===== config.mk =====
export PLATFORM = sky130hd
export DESIGN_NAME = body_scan_scheduler_flat
export DESIGN_NICKNAME = d
export VERILOG_FILES = /design/src/rtl/body_scan_scheduler_if.sv /design/src/rtl/body_scan_scheduler.sv /design/src/flat_wrapper.sv
export SDC_FILE = /design/constraint.sdc
export NUM_CORES = 1
export LEC_CHECK = 0
export CAP_MARGIN = 15
export CORE_MARGIN = 1.5
export CORE_UTILIZATION = 50
export DETAILED_ROUTE_END_ITERATION = 6
export PLACE_DENSITY_LB_ADDON = 0.3
export SLEW_MARGIN = 5
export SYNTH_ARGS = -nofsm -noshare
export SYNTH_HDL_FRONTEND = slang
export SYNTH_SLANG_ARGS = --single-unit
export TNS_END_PERCENT = 50

===== constraint.sdc =====
create_clock -name clock_25 -period 7.25 [get_ports clock_25]
set_input_delay 1.0875 -clock clock_25 [delete_from_list [all_inputs] [get_ports clock_25]]
set_output_delay 1.0875 -clock clock_25 [all_outputs]
set_load 0.02 [all_outputs]

===== src/rtl/body_scan_scheduler_if.sv =====
//----------------------------------------------------------------------------
// body_scan_scheduler_if : scan/move handshake bundle for body_scan_scheduler
// Revision 1.0
//----------------------------------------------------------------------------
`timescale 1ns/1ps
`default_nettype none

interface body_scan_scheduler_if #(
  parameter int SNAKE_LENGTH_BIT = 6,
  parameter int MAX_SEGMENTS     = 16,
  parameter int COORD_BIT        = 7
);
  localparam int LEN_BIT = $clog2(MAX_SEGMENTS);

  logic                        scan_start;
  logic [COORD_BIT-1:0]        x_block;
  logic [COORD_BIT-1:0]        y_block;
  logic [LEN_BIT-1:0]          snake_length;
  logic                        move_req;
  logic [COORD_BIT-1:0]        head_x;
  logic [COORD_BIT-1:0]        head_y;
  logic                        move_ack;
  logic [SNAKE_LENGTH_BIT-1:0] body_count;
  logic [COORD_BIT-1:0]        snake_body_x;
  logic [COORD_BIT-1:0]        snake_body_y;
  logic                        scan_busy;
  logic                        scan_done;
  logic                        body_hit;

  modport master (
    output scan_start, x_block, y_block, snake_length, move_req, head_x, head_y,
    input  move_ack, body_count, snake_body_x, snake_body_y, scan_busy, scan_done, body_hit
  );

  modport slave (
    input  scan_start, x_block, y_block, snake_length, move_req, head_x, head_y,
    output move_ack, body_count, snake_body_x, snake_body_y, scan_busy, scan_done, body_hit
  );
endinterface

`default_nettype wire


===== src/rtl/body_scan_scheduler.sv =====
//----------------------------------------------------------------------------
// body_scan_scheduler : snake segment store, per-block body scan, move arbiter
// Revision 1.0
//----------------------------------------------------------------------------
`timescale 1ns/1ps
`default_nettype none

module body_scan_scheduler #(
  parameter int SNAKE_LENGTH_BIT = 6,
  parameter int MAX_SEGMENTS     = 16,
  parameter int COORD_BIT        = 7
) (
  input  logic                   clock_25,
  input  logic                   reset,
  body_scan_scheduler_if.slave   bus
);
  localparam int IDX_W = $clog2(MAX_SEGMENTS);

  typedef enum logic [1:0] {
    IDLE = 2'd0,
    SCAN = 2'd1,
    DONE = 2'd2,
    MOVE = 2'd3
  } state_t;

  state_t                      r_state;
  state_t                      w_next;
  logic [COORD_BIT-1:0]        r_seg_x [MAX_SEGMENTS];
  logic [COORD_BIT-1:0]        r_seg_y [MAX_SEGMENTS];
  logic [COORD_BIT-1:0]        r_lat_x;
  logic [COORD_BIT-1:0]        r_lat_y;
  logic [IDX_W-1:0]            r_len;
  logic [SNAKE_LENGTH_BIT-1:0] r_body_count;
  logic                        r_acc;
  logic                        r_body_hit;
  logic [IDX_W-1:0]            w_idx;
  logic                        w_match;
  logic                        w_last;
  logic                        w_start;

  assign w_idx   = r_body_count[IDX_W-1:0];
  assign w_match = (r_seg_x[w_idx] == r_lat_x) && (r_seg_y[w_idx] == r_lat_y);
  // Only evaluated in SCAN, where the latched length is never zero.
  assign w_last  = (w_idx == (r_len - IDX_W'(1)));
  assign w_start = (r_state == IDLE) && bus.scan_start;

  always_ff @(posedge clock_25 or negedge reset) begin
    if (!reset) r_state <= IDLE;
    else        r_state <= w_next;
  end

  always_comb begin
    w_next = r_state;
    case (r_state)
      IDLE: begin
        if (bus.scan_start)
          w_next = (bus.snake_length == '0) ? DONE : SCAN;
        else if (bus.move_req)
          w_next = MOVE;
      end
      SCAN:    if (w_last) w_next = DONE;
      DONE:    w_next = bus.move_req ? MOVE : IDLE;
      MOVE:    w_next = IDLE;
      default: w_next = IDLE;
    endcase
  end

  always_ff @(posedge clock_25 or negedge reset) begin
    if (!reset) begin
      r_lat_x      <= '0;
      r_lat_y      <= '0;
      r_len        <= '0;
      r_body_count <= '0;
      r_acc        <= 1'b0;
      r_body_hit   <= 1'b0;
    end else if (w_start) begin
      r_lat_x      <= bus.x_block;
      r_lat_y      <= bus.y_block;
      r_len        <= bus.snake_length;
      r_body_count <= '0;
      r_acc        <= 1'b0;
      // A zero-length scan still completes, and reports no hit.
      if (bus.snake_length == '0) r_body_hit <= 1'b0;
    end else if (r_state == SCAN) begin
      if (w_last) begin
        r_body_hit <= r_acc | w_match;
      end else begin
        r_body_count <= r_body_count + SNAKE_LENGTH_BIT'(1);
        r_acc        <= r_acc | w_match;
      end
    end
  end

  // Segment store: segment 0 is the newest; the oldest falls off the end.
  always_ff @(posedge clock_25 or negedge reset) begin
    if (!reset) begin
      for (int i = 0; i < MAX_SEGMENTS; i++) begin
        r_seg_x[i] <= '0;
        r_seg_y[i] <= '0;
      end
    end else if (r_state == MOVE) begin
      for (int i = MAX_SEGMENTS - 1; i > 0; i--) begin
        r_seg_x[i] <= r_seg_x[i-1];
        r_seg_y[i] <= r_seg_y[i-1];
      end
      r_seg_x[0] <= bus.head_x;
      r_seg_y[0] <= bus.head_y;
    end
  end

  assign bus.move_ack     = (r_state == MOVE);
  assign bus.scan_busy    = (r_state == SCAN);
  assign bus.scan_done    = (r_state == DONE);
  assign bus.body_hit     = r_body_hit;
  assign bus.body_count   = r_body_count;
  assign bus.snake_body_x = r_seg_x[w_idx];
  assign bus.snake_body_y = r_seg_y[w_idx];

endmodule

`default_nettype wire

===== src/flat_wrapper.sv =====
// flat-port wrapper written by rule: the top's interface ports become plain ports
module body_scan_scheduler_flat 
#(
  parameter int SNAKE_LENGTH_BIT = 6,
  parameter int MAX_SEGMENTS     = 16,
  parameter int COORD_BIT        = 7
)
  (clock_25, reset, bus_scan_start, bus_x_block, bus_y_block, bus_snake_length, bus_move_req, bus_head_x, bus_head_y, bus_move_ack, bus_body_count, bus_snake_body_x, bus_snake_body_y, bus_scan_busy, bus_scan_done, bus_body_hit);
  body_scan_scheduler_if #(.SNAKE_LENGTH_BIT(SNAKE_LENGTH_BIT), .MAX_SEGMENTS(MAX_SEGMENTS), .COORD_BIT(COORD_BIT)) bus_i ();
  input  logic clock_25;
  input  logic reset;
  input wire logic [$bits(bus_i.scan_start)-1:0] bus_scan_start;
  input wire logic [$bits(bus_i.x_block)-1:0] bus_x_block;
  input wire logic [$bits(bus_i.y_block)-1:0] bus_y_block;
  input wire logic [$bits(bus_i.snake_length)-1:0] bus_snake_length;
  input wire logic [$bits(bus_i.move_req)-1:0] bus_move_req;
  input wire logic [$bits(bus_i.head_x)-1:0] bus_head_x;
  input wire logic [$bits(bus_i.head_y)-1:0] bus_head_y;
  output wire logic [$bits(bus_i.move_ack)-1:0] bus_move_ack;
  output wire logic [$bits(bus_i.body_count)-1:0] bus_body_count;
  output wire logic [$bits(bus_i.snake_body_x)-1:0] bus_snake_body_x;
  output wire logic [$bits(bus_i.snake_body_y)-1:0] bus_snake_body_y;
  output wire logic [$bits(bus_i.scan_busy)-1:0] bus_scan_busy;
  output wire logic [$bits(bus_i.scan_done)-1:0] bus_scan_done;
  output wire logic [$bits(bus_i.body_hit)-1:0] bus_body_hit;
  assign bus_i.scan_start = bus_scan_start;
  assign bus_i.x_block = bus_x_block;
  assign bus_i.y_block = bus_y_block;
  assign bus_i.snake_length = bus_snake_length;
  assign bus_i.move_req = bus_move_req;
  assign bus_i.head_x = bus_head_x;
  assign bus_i.head_y = bus_head_y;
  assign bus_move_ack = bus_i.move_ack;
  assign bus_body_count = bus_i.body_count;
  assign bus_snake_body_x = bus_i.snake_body_x;
  assign bus_snake_body_y = bus_i.snake_body_y;
  assign bus_scan_busy = bus_i.scan_busy;
  assign bus_scan_done = bus_i.scan_done;
  assign bus_body_hit = bus_i.body_hit;
  body_scan_scheduler #(.SNAKE_LENGTH_BIT(SNAKE_LENGTH_BIT), .MAX_SEGMENTS(MAX_SEGMENTS), .COORD_BIT(COORD_BIT)) u_core (.clock_25(clock_25), .reset(reset), .bus(bus_i));
endmodule

==> flow_summary_export.csv, run 1 <==
group,metric,value,unit
critical_path,critical_path_arrival,3.69,ns
global_routing,residual_overflow_from_global_routing,0,
floorplan,area_inside_the_core_boundary,0.0236,mm²
sta,post-route-period-util,65.8,%
critical_path,slowest_delay,0.86,ns
yosys,synth.distinct_cells,51,
floorplan,die_area,0.0252,mm²
detailed_routing,drt_first_pass_iters,4,
global_routing,antenna_found_initial,0,
sta,achievable-frequency,209,MHz
yosys,synth_area,0.0121,mm²
detailed_routing,remaining_drc_errors,0,
cts,cts.path.max_buffers,3,
sta,slew_violations,0,
cts,post_cts_resize_count,0,
pwr,power-per-cell-area,506,mW/mm²
cts,tritoncts_clock_tree,"built",
sta,worst_hold_slack_after_final_layout,0.496,ns
global_routing,grt_pass1_vias,7129,
critical_path,worst_setup_path_end_kind,"output pin",
yosys,post_synth.cell_area_avg,14.4,µm²
critical_path,ff2ff_path_depth,8,
detailed_routing,drt.antenna.violating_nets,0,
placed_design,worst_setup_slack_post_dpl,2.98,ns
yosys,yosys_warnings,0,
critical_path,critPathLaunchType,"flop",
global_routing,grt_max_degree,134,
critical_path,crit_required,6.16,ns
floorplan,io_pins,60,
cells_and_area,filler_cell_count,1893,
sta,worst-slew-pin-transition,1.20,ns
cells_and_area,layout-drive-gt1-share,36.5,%
critical_path,cp_cell_sequence,"buf_4 > nor2b_1 > a32o_1 > a311o_1 > a21oi_1 > clkdlybuf4s50_1",
critical_path,worst-setup-path-type,"reg2out",
cells_and_area,multi_input_area,0.00550,mm²
detailed_routing,detail_route.iter0.violations,496,
run,maxCapViolCount,0,
cts,tritoncts.num_buffers,28,
cells_and_area,diode_count,0,
cells_and_area,layout.cells.most_common_list,"dfrtp_1, mux2_2, nand2_1",
critical_path,cp_num_cells,6,
pwr,leakagePower,6.23,nW
cells_and_area,ff_latch_area,0.00631,mm²
floorplan,starting_density_of_the_core,51.3,%
floorplan,die_width,159,µm
min_path,holdCritPathClass,"reg2reg",
pwr,power.ir.vdd_worst,283,µV
yosys,number_of_instances_in_the_synthesized_netlist,843,
floorplan,dieHeight,159,µm
sta,total_negative_setup_slacks,0,ns
cells_and_area,mostFrequentLayoutCell,"dfrtp_1",
detailed_routing,postRouteWirelength,23800,µm
detailed_routing,route.detailed.wl_per_inst,19.4,µm
status,run_status,"finished clean",
yosys,synth_sequential_area_ratio,52.0,%
sta,unrepaired_setup_endpoints_after_global_routing,"no",
cts,cts_setup_buffers,0,
cells_and_area,layout.nets,924,
critical_path,path_max_fanout,38,
cts,postCtsHoldBufs,0,
cts,cts.reportedPaths.clkPinSlew,0.06,ns
critical_path,worst_path_dominant_cell_family,"buffers and inverters",
placed_design,dp.final_hpwl,15000,µm
floorplan,placement_rows,56,
global_routing,track_usage,19.9,%
critical_path,critPathSlowestCell,"dfrtp_4",
yosys,synth-edff-count,0,
global_routing,grt_first_pass_wirelength,38900,µm
cts,clock_sink_count,252,
detailed_routing,avgViaCountPerCell,5.73,
sta,min_period,4.77,ns
sta,finalSetupViolations,0,
placed_design,numPortBuffers,59,
yosys,postSynth.topFlopCell,"dfrtp_1",
cells_and_area,synthToLayoutAreaGrowth,13.8,%
sta,final_critical_path_setup_slack,2.48,ns
yosys,postSynthNetCount,881,
yosys,postSynthRegisterBits,252,
detailed_routing,via_count,7017,
cts,cts_htree_levels,1,
sta,clock_skew,0.0217,ns
cts,worst_skew_pair.late_latency,0.55,ns
yosys,async_flop_share,100,%
sta,worst_slew_margin_rel,20.3,%
placed_design,routabilityCongestion,0.761,
critical_path,cp_num_buf_inv,2,
sta,final_hold_viol_count,0,
cts,clock_tree_root_buffer_cell,"clkbuf_16",
min_path,min_delay_path_depth,1,
## per-stage QoR
| step | util [%] | power (mW) | instances | instance area, µm² |
|---|---|---|---|---|
| final | 58.4 | 6.97 | 1225 | 13800 |
| after CTS | 58.4 | 7.05 | 1225 | 13800 |
| after global routing | 58.4 | 7.42 | 1225 | 13800 |
| after global placement | 54.7 | 5.63 | 1175 | 12900 |
| after detailed placement | 54.7 | 5.69 | 1175 | 12900 |
| after floorplan | - | 4.79 | 843 | 12100 |
## worst paths after layout
path / startpoint / end / slack [ns]
min reg2reg: u_core.r_acc / u_core.r_acc / 0.50
max: u_core.bus.body_count[1] / bus_snake_body_x[6] / 2.48
min: u_core.r_acc / u_core.r_acc / 0.50
max reg2reg: u_core.bus.body_count[0] / u_core.bus.body_hit / 3.71
max in group asynchronous: reset / u_core.r_seg_x[104] / 5.45
min in group asynchronous: reset / u_core.r_seg_y[50] / 0.61
## power by group
part           switching (mW)  leakage [nW]  internal [mW]
clock network           0.549         0.423          0.775
registers               0.581          3.25           2.01
logic                    1.37          2.55           1.69
## cell type report
class                   instances  share of cell area (%)
flip-flops and latches        252                    45.8
multi-input cells             528                    39.9
clock buffers                  44                    5.95
repair buffers                 67                    4.85
well taps                     319                    2.89
clock inverters                 6                   0.372
inverters                       9                   0.245
## state kept, by name (all words and copies together) (netlist names)
register	count
u_core.r_seg_x	112
u_core.r_lat_x	7
u_core.bus.body_count	6
u_core.r_lat_y	7
u_core.r_len	4
u_core.r_acc	1
u_core.r_state	2
u_core.r_seg_y	112
u_core.bus.body_hit	1
## synthesized netlist by cell type, types with 4 or more instances
master / n / area (µm²)
buf_6: 4 / 45.0
mux2_2: 230 / 2590
xor2_1: 12 / 105
buf_2: 10 / 50.1
mux4_2: 45 / 1010
mux4_1: 9 / 236
nor2b_1: 6 / 37.5
clkbuf_1: 29 / 109
nand2_1: 62 / 233
xnor2_1: 18 / 158
and3_1: 6 / 37.5
nor2_1: 18 / 67.6
mux2i_1: 49 / 490
a21oi_1: 10 / 50.1
a22oi_1: 10 / 75.1
dfrtp_1: 252 / 6310
buf_1: 4 / 15.0
buf_4: 6 / 45.0
inv_1: 6 / 22.5
o21ai_0: 8 / 40.0
## cell families after synthesis
logic type | synth area share (%)
adders and majority gates | 0.207
AOI/OAI and AO/OA | 3.21
DFF | 52.1
and+or+nand+nor | 3.90
xor gates and xnor gates | 2.30
buffers and inverters | 2.58
muxes | 35.7
## worst reg2reg max path: cells and delay by family (launching register included)
family	cells	cell delay (ns)
xor gates and xnor gates	1	0.31
buffers and inverters	1	0.52
muxes	1	0.67
and+or+nand+nor	1	0.24
AOI/OAI and AO/OA	4	0.84
DFF	1	0.88
## metal layers
| layer | routed length, µm | up-vias | share of wire [%] | global-route usage [%] |
|---|---|---|---|---|
| li1 | - | 3200 | - | - |
| met2 | 11300 | 136 | 48 | 32.2 |
| met1 | 11100 | 3651 | 47 | 28.7 |
| met3 | 999 | 30 | 4.2 | 2.94 |
| met5 | 0 | - | 0 | 0 |
| met4 | 335 | 0 | 1.4 | 4.27 |
No activity file was read; power rests on OpenSTA's default activity.
==> run 2: changes to the inputs <==
Clock period 7.25 ns to 5 ns, I/O delays scaled along.
==> flow_summary_export.csv, run 2 (synthesis gave the netlist of run 1 again) <==
group,metric,value,unit
status,run_status,"finished clean",
critical_path,regToRegEndpoint,"u_core.bus.body_hit",
floorplan,die_width,159,µm
cts,postCtsHoldBufs,0,
cells_and_area,final_design_area_no_fill,0.0138,mm²
cts,clock_sink_count,252,
placed_design,dp.final_hpwl,15000,µm
critical_path,worst_path_dominant_cell_family,"flip-flops",
sta,final_critical_path_setup_slack,0.776,ns
pwr,net-switching-power,3.61,mW
sta,unrepaired_setup_endpoints_after_global_routing,"no",
placed_design,post_dp_cell_area,0.0130,mm²
cts,clock_tree_root_buffer_cell,"clkbuf_16",
critical_path,critPathLaunchType,"flop",
cts,cts_htree_levels,1,
sta,slew_violations,0,
global_routing,antenna_found_initial,0,
cts,tritoncts.num_buffers,27,
pwr,power-per-cell-area,730,mW/mm²
detailed_routing,remaining_drc_errors,0,
pwr,power.share.combinational,43.6,%
cells_and_area,mostFrequentLayoutCell,"dfrtp_1",
sta,worst_slew_margin_rel,17.1,%
critical_path,critPathMostFrequentCell,"a21oi_1",
global_routing,grt_first_pass_wirelength,38900,µm
detailed_routing,postRouteWirelength,24000,µm
critical_path,slowest_delay,1.17,ns
pwr,power_report.internal_total,6.44,mW
detailed_routing,drt_first_pass_iters,5,
sta,min_period,4.22,ns
detailed_routing,drt.antenna.violating_nets,0,
global_routing,track_usage,19.9,%
critical_path,cp_num_buf_inv,2,
cts,cts_setup_buffers,0,
floorplan,io_pins,60,
floorplan,die_area,0.0252,mm²
cells_and_area,diode_count,0,
placed_design,numPortBuffers,59,
critical_path,worst_setup_path_end_kind,"output pin",
placed_design,routabilityCongestion,0.757,
global_routing,grt_max_degree,183,
cts,tritoncts_clock_tree,"built",
floorplan,area_inside_the_core_boundary,0.0236,mm²
pwr,fin_total_pwr,10.1,mW
sta,clock_skew,0.0212,ns
critical_path,crit_required,4.25,ns
detailed_routing,avgViaCountPerCell,5.75,
sta,post-route-period-util,84.5,%
pwr,flop_pwr_share,38.2,%
floorplan,placement_rows,56,
cells_and_area,synthToLayoutAreaGrowth,13.6,%
cells_and_area,layout-drive-gt1-share,36.7,%
cells_and_area,layout.nets,926,
floorplan,starting_density_of_the_core,51.3,%
cts,post_cts_resize_count,0,
run,maxCapViolCount,0,
sta,final_hold_viol_count,0,
sta,finalSetupViolations,0,
detailed_routing,via_count,7035,
critical_path,worst-setup-path-type,"reg2out",
placed_design,worst_setup_slack_post_dpl,1.32,ns
critical_path,path_max_fanout,67,
critical_path,critical_path_arrival,3.47,ns
cts,cts.reportedPaths.clkPinSlew,0.06,ns
pwr,power_frac_clock,18.2,%
floorplan,dieHeight,159,µm
critical_path,cp_cell_sequence,"buf_4 > mux2i_1 > a22oi_1 > a21oi_1 > a21oi_1 > clkdlybuf4s50_1",
cells_and_area,filler_cell_count,1918,
sta,achievable-frequency,237,MHz
cts,cts.path.max_buffers,3,
min_path,holdCritPathClass,"in2async",
cells_and_area,utilization_after_layout,58.3,%
critical_path,critPathSlowestCell,"dfrtp_4",
cells_and_area,reg.largest.list,"u_core.r_seg_x (112), u_core.r_seg_y (112)",
critical_path,ff2ff_path_depth,8,
critical_path,ff2ff_setup_slack,1.53,ns
cts,worst_skew_pair.late_latency,0.54,ns
sta,worst-slew-pin-transition,1.24,ns
detailed_routing,route.detailed.wl_per_inst,19.6,µm
global_routing,residual_overflow_from_global_routing,0,
sta,total_negative_setup_slacks,0,ns
pwr,leakagePower,6.23,nW
cells_and_area,layout.cells.most_common_list,"dfrtp_1, mux2_2, nand2_1",
global_routing,grt_pass1_vias,7126,
pwr,netSwitchingFraction,35.9,%
critical_path,rr_startpoint,"u_core.bus.body_count[0]",
pwr,power.ir.vdd_worst,494,µV
detailed_routing,detail_route.iter0.violations,415,
==> run 2: cell types whose count changed in the layout (fill, tap and decap cells not counted), sizes merged <==
cell / previous run / this run
buf: 9 / 12
inv: 7 / 8
clkbuf: 44 / 39
==> run 2: power by group through the flow <==
stage	clock [mW]	combinational, mW	sequential [mW]
finish	1.83	4.39	3.84
detailed placement	0	4.40	3.87
floorplan	0	3.55	3.40
CTS	1.87	4.43	3.84
global placement	0	4.35	3.85
global route	1.95	4.73	4.00
==> run 2: layer usage <==
layer,global-route usage [%],wire length (µm),part of all wire [%]
met5,0,0,0
met4,3.92,378,1.6
met3,2.56,817,3.4
met2,31.9,11300,47
met1,29.4,11500,48
==> run 2: worst register-to-register path, cell delays in order (launching register included) <==
cell       delay (ns)
dfrtp_2          0.90
buf_4            0.42
mux4_1           0.66
xnor2_1          0.30
o2111ai_1        0.16
a211oi_1         0.39
o21ai_0          0.14
nor3b_1          0.26
a221o_1          0.18
==> run 2: metrics by stage <==
| step | hold WS, ns | std cells |
|---|---|---|
| 4_1_cts | 0.306 | 1224 |
| 2_1_floorplan | 0.454 | 843 |
| 5_1_grt | 0.356 | 1224 |
| 3_3_place_gp | 0.477 | 1178 |
| 6_report | 0.260 | 1224 |
| 3_5_place_dp | 0.482 | 1178 |
==> run 2: final cells by class <==
| class | count | area, µm² | area share (%) |
|---|---|---|---|
| Clock buffer | 39 | 761 | 5.53 |
| Clock inverter | 7 | 41.3 | 0.300 |
| Inverter | 9 | 33.8 | 0.245 |
| Multi-Input combinational cell | 528 | 5500 | 40.0 |
| Sequential cell | 252 | 6310 | 45.9 |
| Tap cell | 319 | 399 | 2.90 |
| Timing Repair Buffer | 70 | 716 | 5.20 |
==> run 2: worst max-delay path by stage <==
stage | startpoint | endpoint | slack (ns) | cells after the start
6_report | u_core.bus.body_count[1] | bus_snake_body_x[4] | 0.78 | 6
5_1_grt | u_core.bus.body_count[1] | bus_snake_body_x[4] | 0.58 | 6
2_1_floorplan | u_core.bus.body_count[0] | bus_snake_body_y[1] | 1.87 | 6
4_1_cts | u_core.bus.body_count[1] | bus_snake_body_x[4] | 0.75 | 6
3_5_place_dp | u_core.bus.body_count[1] | bus_snake_body_x[4] | 1.32 | 6
3_3_place_gp | u_core.bus.body_count[1] | bus_snake_body_x[4] | 1.33 | 6
==> patch 1: new RTL, settings of run 1 <==
`MAX_SEGMENTS` is set to 16 in 3 places; all go to 8.
--- a/src/rtl/body_scan_scheduler_if.sv
+++ b/src/rtl/body_scan_scheduler_if.sv
@@ -8,5 +8,5 @@
 interface body_scan_scheduler_if #(
   parameter int SNAKE_LENGTH_BIT = 6,
-  parameter int MAX_SEGMENTS     = 16,
+  parameter int MAX_SEGMENTS     = 8,
   parameter int COORD_BIT        = 7
 );
--- a/src/rtl/body_scan_scheduler.sv
+++ b/src/rtl/body_scan_scheduler.sv
@@ -8,5 +8,5 @@
 module body_scan_scheduler #(
   parameter int SNAKE_LENGTH_BIT = 6,
-  parameter int MAX_SEGMENTS     = 16,
+  parameter int MAX_SEGMENTS     = 8,
   parameter int COORD_BIT        = 7
 ) (
--- a/src/flat_wrapper.sv
+++ b/src/flat_wrapper.sv
@@ -3,5 +3,5 @@
 #(
   parameter int SNAKE_LENGTH_BIT = 6,
-  parameter int MAX_SEGMENTS     = 16,
+  parameter int MAX_SEGMENTS     = 8,
   parameter int COORD_BIT        = 7
 )
Ports: changed (resized bus_snake_length); port bits go from 60 to 59. No check against the original RTL was run, so the function may have changed too.
==> patch 1 against run 1 <==
Register-to-register slack better by 0.43 ns; setup slack gained 0.54 ns; clock skew decreased by 0.016 ns; final area shrank 44%; non-clock buffer count is 4 lower; sequential cell count fell by 113; synthesized area down 46%; total power fell by 39%; critical endpoint is now bus_snake_body_x[3]; synthesized cell count is 44% lower; routed wire length down 45%; count of clock-buffer cells in the layout shrank 20.
==> patch 1: results (changes against run 1) <==
Power
  • Leak: 3.318 nW (was 6.231 nW)
  • VDD IR max: 300.3 uV (was 282.7 uV)

Place
  • Gpl congestion: 0.7484 (was 0.7613)
  • Dpl hpwl: 8.649 mm (was 15.02 mm)
  • Port Buffers: 58 (was 59)
  • Post-placement setup slack: 3.460 ns (was 2.981 ns)

Timing
  • Slew margin rel.: 37.40% (was 20.33%)
  • Layout Skew: 0.006053 ns (was 0.02169 ns)

Status
  • Outcome: completed (unchanged)

Detailed routing
  • Number of DRC markers in iteration 0: 148 (was 496)
  • WL/cell: 18.44 um (was 19.39 um)
  • DR vias/cell: 5.535 (was 5.728)

Setup path
  • Slowest Stage Delay on Critical Path: 0.69 ns (was 0.86 ns)
  • Capture point of the worst reg-to-reg path: u_core.r_acc (was u_core.bus.body_hit)
  • CP max FO: 47 (was 38)
  • Worst path slowest cell: clkdlybuf4s50_1 (was dfrtp_4)
  • R2R cell count: 7 (was 8)

Layout
  • Nets: 567 (was 924)
  • Share of cells above drive strength 1: 35.79% (was 36.53%)
  • Largest regs: u_core.r_seg_x (56), u_core.r_seg_y (56) (was u_core.r_seg_x (112), u_core.r_seg_y (112))

Min path
  • Hold endpoint: u_core.r_seg_x[1] (was u_core.r_acc)
  • HP Start: u_core.r_seg_x[1] (was u_core.r_acc)

Clock tree
  • CTS HTree Levels: 4 (was 1)
  • Worst-skew pair later-pin latency: 0.42 ns (was 0.55 ns)
  • Total CTS buffers: 17 (was 28)
  • Clock Path Buffers: 2 (was 3)

Logic synthesis
  • Post-synth cell types: 48 (was 51)
  • Most common library cells after synthesis: mux2_2 (147), dfrtp_1 (139), mux2i_1 (26) (was dfrtp_1 (252), mux2_2 (230), nand2_1 (62))
  • Syn_nets: 512 (was 881)
  • Sequential element share of the synthesized area: 53.17% (was 52.05%)
  • Ranking of synthesized cells by area: dfrtp_1 (53%), mux2_2 (25%), mux2i_1 (4.0%) (was dfrtp_1 (52%), mux2_2 (21%), mux4_2 (8.4%))

Global route
  • Total track usage: 20.43% (was 19.91%)
-- patch 1: routing by layer --
layer,GRT usage [%],wire length (um)
met1,26.50,5734
met2,33.01,6627
met3,4.232,522
met4,9.491,280
met5,0,0
-- patch 1: cell type report --
class                           count  area [um^2]
Multi-Input combinational cell    302         2868
Tap cell                          172        215.2
Clock buffer                       24        491.7
Sequential cell                   139         3480
Timing Repair Buffer               63        639.4
Fill cell                         996         4886
Inverter                            7        26.28
Clock inverter                      7        65.06
-- patch 1: through the flow --
| step | utilization (%) | instance area, um^2 | instances |
|---|---|---|---|
| 2_1_floorplan | - | 6543 | 475 |
| 3_5_place_dp | 56.83 | 7201 | 682 |
| 6_report | 61.44 | 7785 | 714 |
| 3_3_place_gp | 56.83 | 7201 | 682 |
| 4_1_cts | 61.22 | 7757 | 713 |
| 5_1_grt | 61.44 | 7785 | 714 |
-- patch 1: how the worst max path moves through the flow --
stage	endpoint	slack, ns
floorplan	bus_snake_body_x[1]	4.38
global placement	bus_snake_body_x[4]	3.48
detailed placement	bus_snake_body_x[5]	3.46
CTS	bus_snake_body_x[5]	2.99
global route	bus_snake_body_x[4]	2.82
finish	bus_snake_body_x[3]	3.02
-- patch 1: cell families (layout without fill, tap and decap cells) --
| group | after synthesis | after routing | share of synthesized area [%] |
|---|---|---|---|
| mux | 179 | 179 | 30.89 |
| buf+inv | 34 | 101 | 3.194 |
| fa+ha+maj | 2 | 2 | 0.3824 |
| flops | 139 | 139 | 53.17 |
| simple gates | 63 | 63 | 5.316 |
| compound gates | 42 | 42 | 4.704 |
| xor+xnor | 16 | 16 | 2.352 |
-- patch 1: worst reg2reg max path, stage by stage (launching register included) --
cell,delay (ns)
dfrtp_2,0.60
buf_4,0.63
mux2_2,0.45
o22ai_2,0.19
nor3_1,0.10
nor4_1,0.54
nand4_1,0.21
o32ai_1,0.28
-- patch 1: where the power goes --
part,total [W],internal [W],switching [W]
Combinational,0.00199,0.00107,0.000917
Sequential,0.00148,0.00117,0.000314
Clock,0.000810,0.000503,0.000307
Total,0.00428,0.00274,0.00154
==> patch 2: new RTL, flow settings as in run 1 <==
Made on the original files. Make the reset (`reset`) synchronous in 3 clocked blocks.
--- a/src/rtl/body_scan_scheduler.sv
+++ b/src/rtl/body_scan_scheduler.sv
@@ -45,5 +45,5 @@
   assign w_start = (r_state == IDLE) && bus.scan_start;
 
-  always_ff @(posedge clock_25 or negedge reset) begin
+  always_ff @(posedge clock_25) begin
     if (!reset) r_state <= IDLE;
     else        r_state <= w_next;
@@ -66,5 +66,5 @@
   end
 
-  always_ff @(posedge clock_25 or negedge reset) begin
+  always_ff @(posedge clock_25) begin
     if (!reset) begin
       r_lat_x      <= '0;
@@ -93,5 +93,5 @@
 
   // Segment store: segment 0 is the newest; the oldest falls off the end.
-  always_ff @(posedge clock_25 or negedge reset) begin
+  always_ff @(posedge clock_25) begin
     if (!reset) begin
       for (int i = 0; i < MAX_SEGMENTS; i++) begin
Check against the original RTL: differs if reset is asserted again (counterexample within 4 cycles, from zero or initial values and one cycle with reset low); with reset held inactive, the same outputs for 10 cycles.
==> patch 2 against run 1 <==
Register-to-register slack better by 0.14 ns; first-iteration DRC count up 2.0%; utilization down 0.48 points; sequential share of layout area up 8.6 points; routed wire length down 3.0%; setup slack better by 0.056 ns; clock skew down 0.011 ns; synthesized area down 1.9%; final area down 1.7%; sequential cell count up 4; highest routed layer unchanged.
Power is not compared: it rests on default switching activity, and its combinational part moved more than twofold at a synthesized area within 25%.
==> patch 2: results (changes against run 1) <==
Status
  • Outcome: completed (unchanged)

Logic synthesis
  • Syn_nets: 896 (was 881)
  • Most common library cells after synthesis: and2_1 (229), edfxtp_1 (224), nand2_1 (62) (was dfrtp_1 (252), mux2_2 (230), nand2_1 (62))
  • Top FF cell, synth: edfxtp_1 (was dfrtp_1)
  • Ranking of synthesized cells by area: edfxtp_1 (57%), and2_1 (12%), mux4_2 (8.3%) (was dfrtp_1 (52%), mux2_2 (21%), mux4_2 (8.4%))
  • Post-synth EDFFs: 224 (was 0)

Detailed routing
  • Number of DRC markers in iteration 0: 506 (was 496)
  • DR vias/cell: 5.521 (was 5.728)
  • Pre-Repair DR Iteration Count: 5 (was 4)
  • WL/cell: 18.67 um (was 19.39 um)

Setup path
  • Worst path slowest cell: dfxtp_2 (was dfrtp_4)
  • CP max FO: 29 (was 38)
  • CP arrival: 3.63 ns (was 3.69 ns)
  • R2r setup slk: 3.85 ns (was 3.71 ns)

Place
  • Gpl congestion: 0.7821 (was 0.7613)
  • Dpl hpwl: 14.09 mm (was 15.02 mm)
  • Post-placement setup slack: 2.999 ns (was 2.981 ns)

Global route
  • Vias in the first global route: 6735 (was 7129)
  • Global-route wire length before repair: 36.48 mm (was 38.89 mm)

Clock tree
  • Worst-skew pair later-pin latency: 0.53 ns (was 0.55 ns)
  • Total CTS buffers: 27 (was 28)

Timing
  • Layout Skew: 0.01034 ns (was 0.02169 ns)
  • Slew margin rel.: 29.94% (was 20.33%)
  • Achievable frequency: 212.0 MHz (was 209.5 MHz)
  • Fin Hold WS: 0.4613 ns (was 0.4959 ns)
==> patch 2: cell count changes after synthesis, sizes merged, moves of 5 or more <==
cell / run 1 / this run
dfrtp: 252 / 0
and2: 3 / 229
edfxtp: 0 / 224
mux2: 230 / 8
dfxtp: 0 / 32
mux2i: 49 / 28
a21boi: 0 / 19
mux4: 54 / 46
nor3: 3 / 10
xnor2: 19 / 12
clkbuf: 29 / 35
a22oi: 10 / 5
nand3: 1 / 6
nor2: 18 / 23
==> patch 2: final timing paths <==
kind,endpoint,startpoint,cells after the start
hold reg to reg,u_core.r_acc,u_core.r_acc,2
setup / recovery,bus_snake_body_y[5],register,6
setup reg to reg,u_core.r_acc,register,8
hold / removal,u_core.r_acc,u_core.r_acc,2
==> patch 2: final cells by class <==
type / count / area (um^2)
fillers: 1931 / 9848
clock inverters: 11 / 131.4
repair buffers: 65 / 648.1
multi-input cells: 537 / 4212
well taps: 319 / 399.1
flip-flops and latches: 256 / 7373
clock buffers: 38 / 757.0
inverters: 9 / 33.78
==> patch 2: stage by stage <==
stage	std cells	area (um^2)
final	1235	13550
after global placement	1186	12670
after global routing	1235	13550
after floorplan	858	11890
after CTS	1235	13550
after detailed placement	1186	12670
==> patch 2: worst max-delay path: cells and delay by family, from the launching register on <==
family          cells  cell delay [ns]
buf+inv             2             1.05
flops               1             0.92
simple gates        2             0.59
compound gates      2             0.52
==> patch 2: logic make-up after synthesis <==
| logic type | share of synthesized area, % |
|---|---|
| simple gates | 16.82 |
| flops | 61.97 |
| mux | 12.00 |
| compound gates | 4.526 |
| buf+inv | 2.705 |
| xor+xnor | 1.768 |
| fa+ha+maj | 0.2105 |
==> patch 2: report_power, final <==
part	internal (W)	switching, W
Sequential	0.00174	0.0000864
Combinational	0.000211	0.000258
Clock	0.000831	0.000552
Total	0.00278	0.000896
==> patch 2: routing by layer <==
layer | vias up | GRT usage [%] | share of wire, %
met5 | - | 0 | 0
met2 | 180 | 28.63 | 44
met4 | 0 | 6.065 | 2.8
met3 | 39 | 3.166 | 4.9
li1 | 3188 | - | -
met1 | 3411 | 28.71 | 48
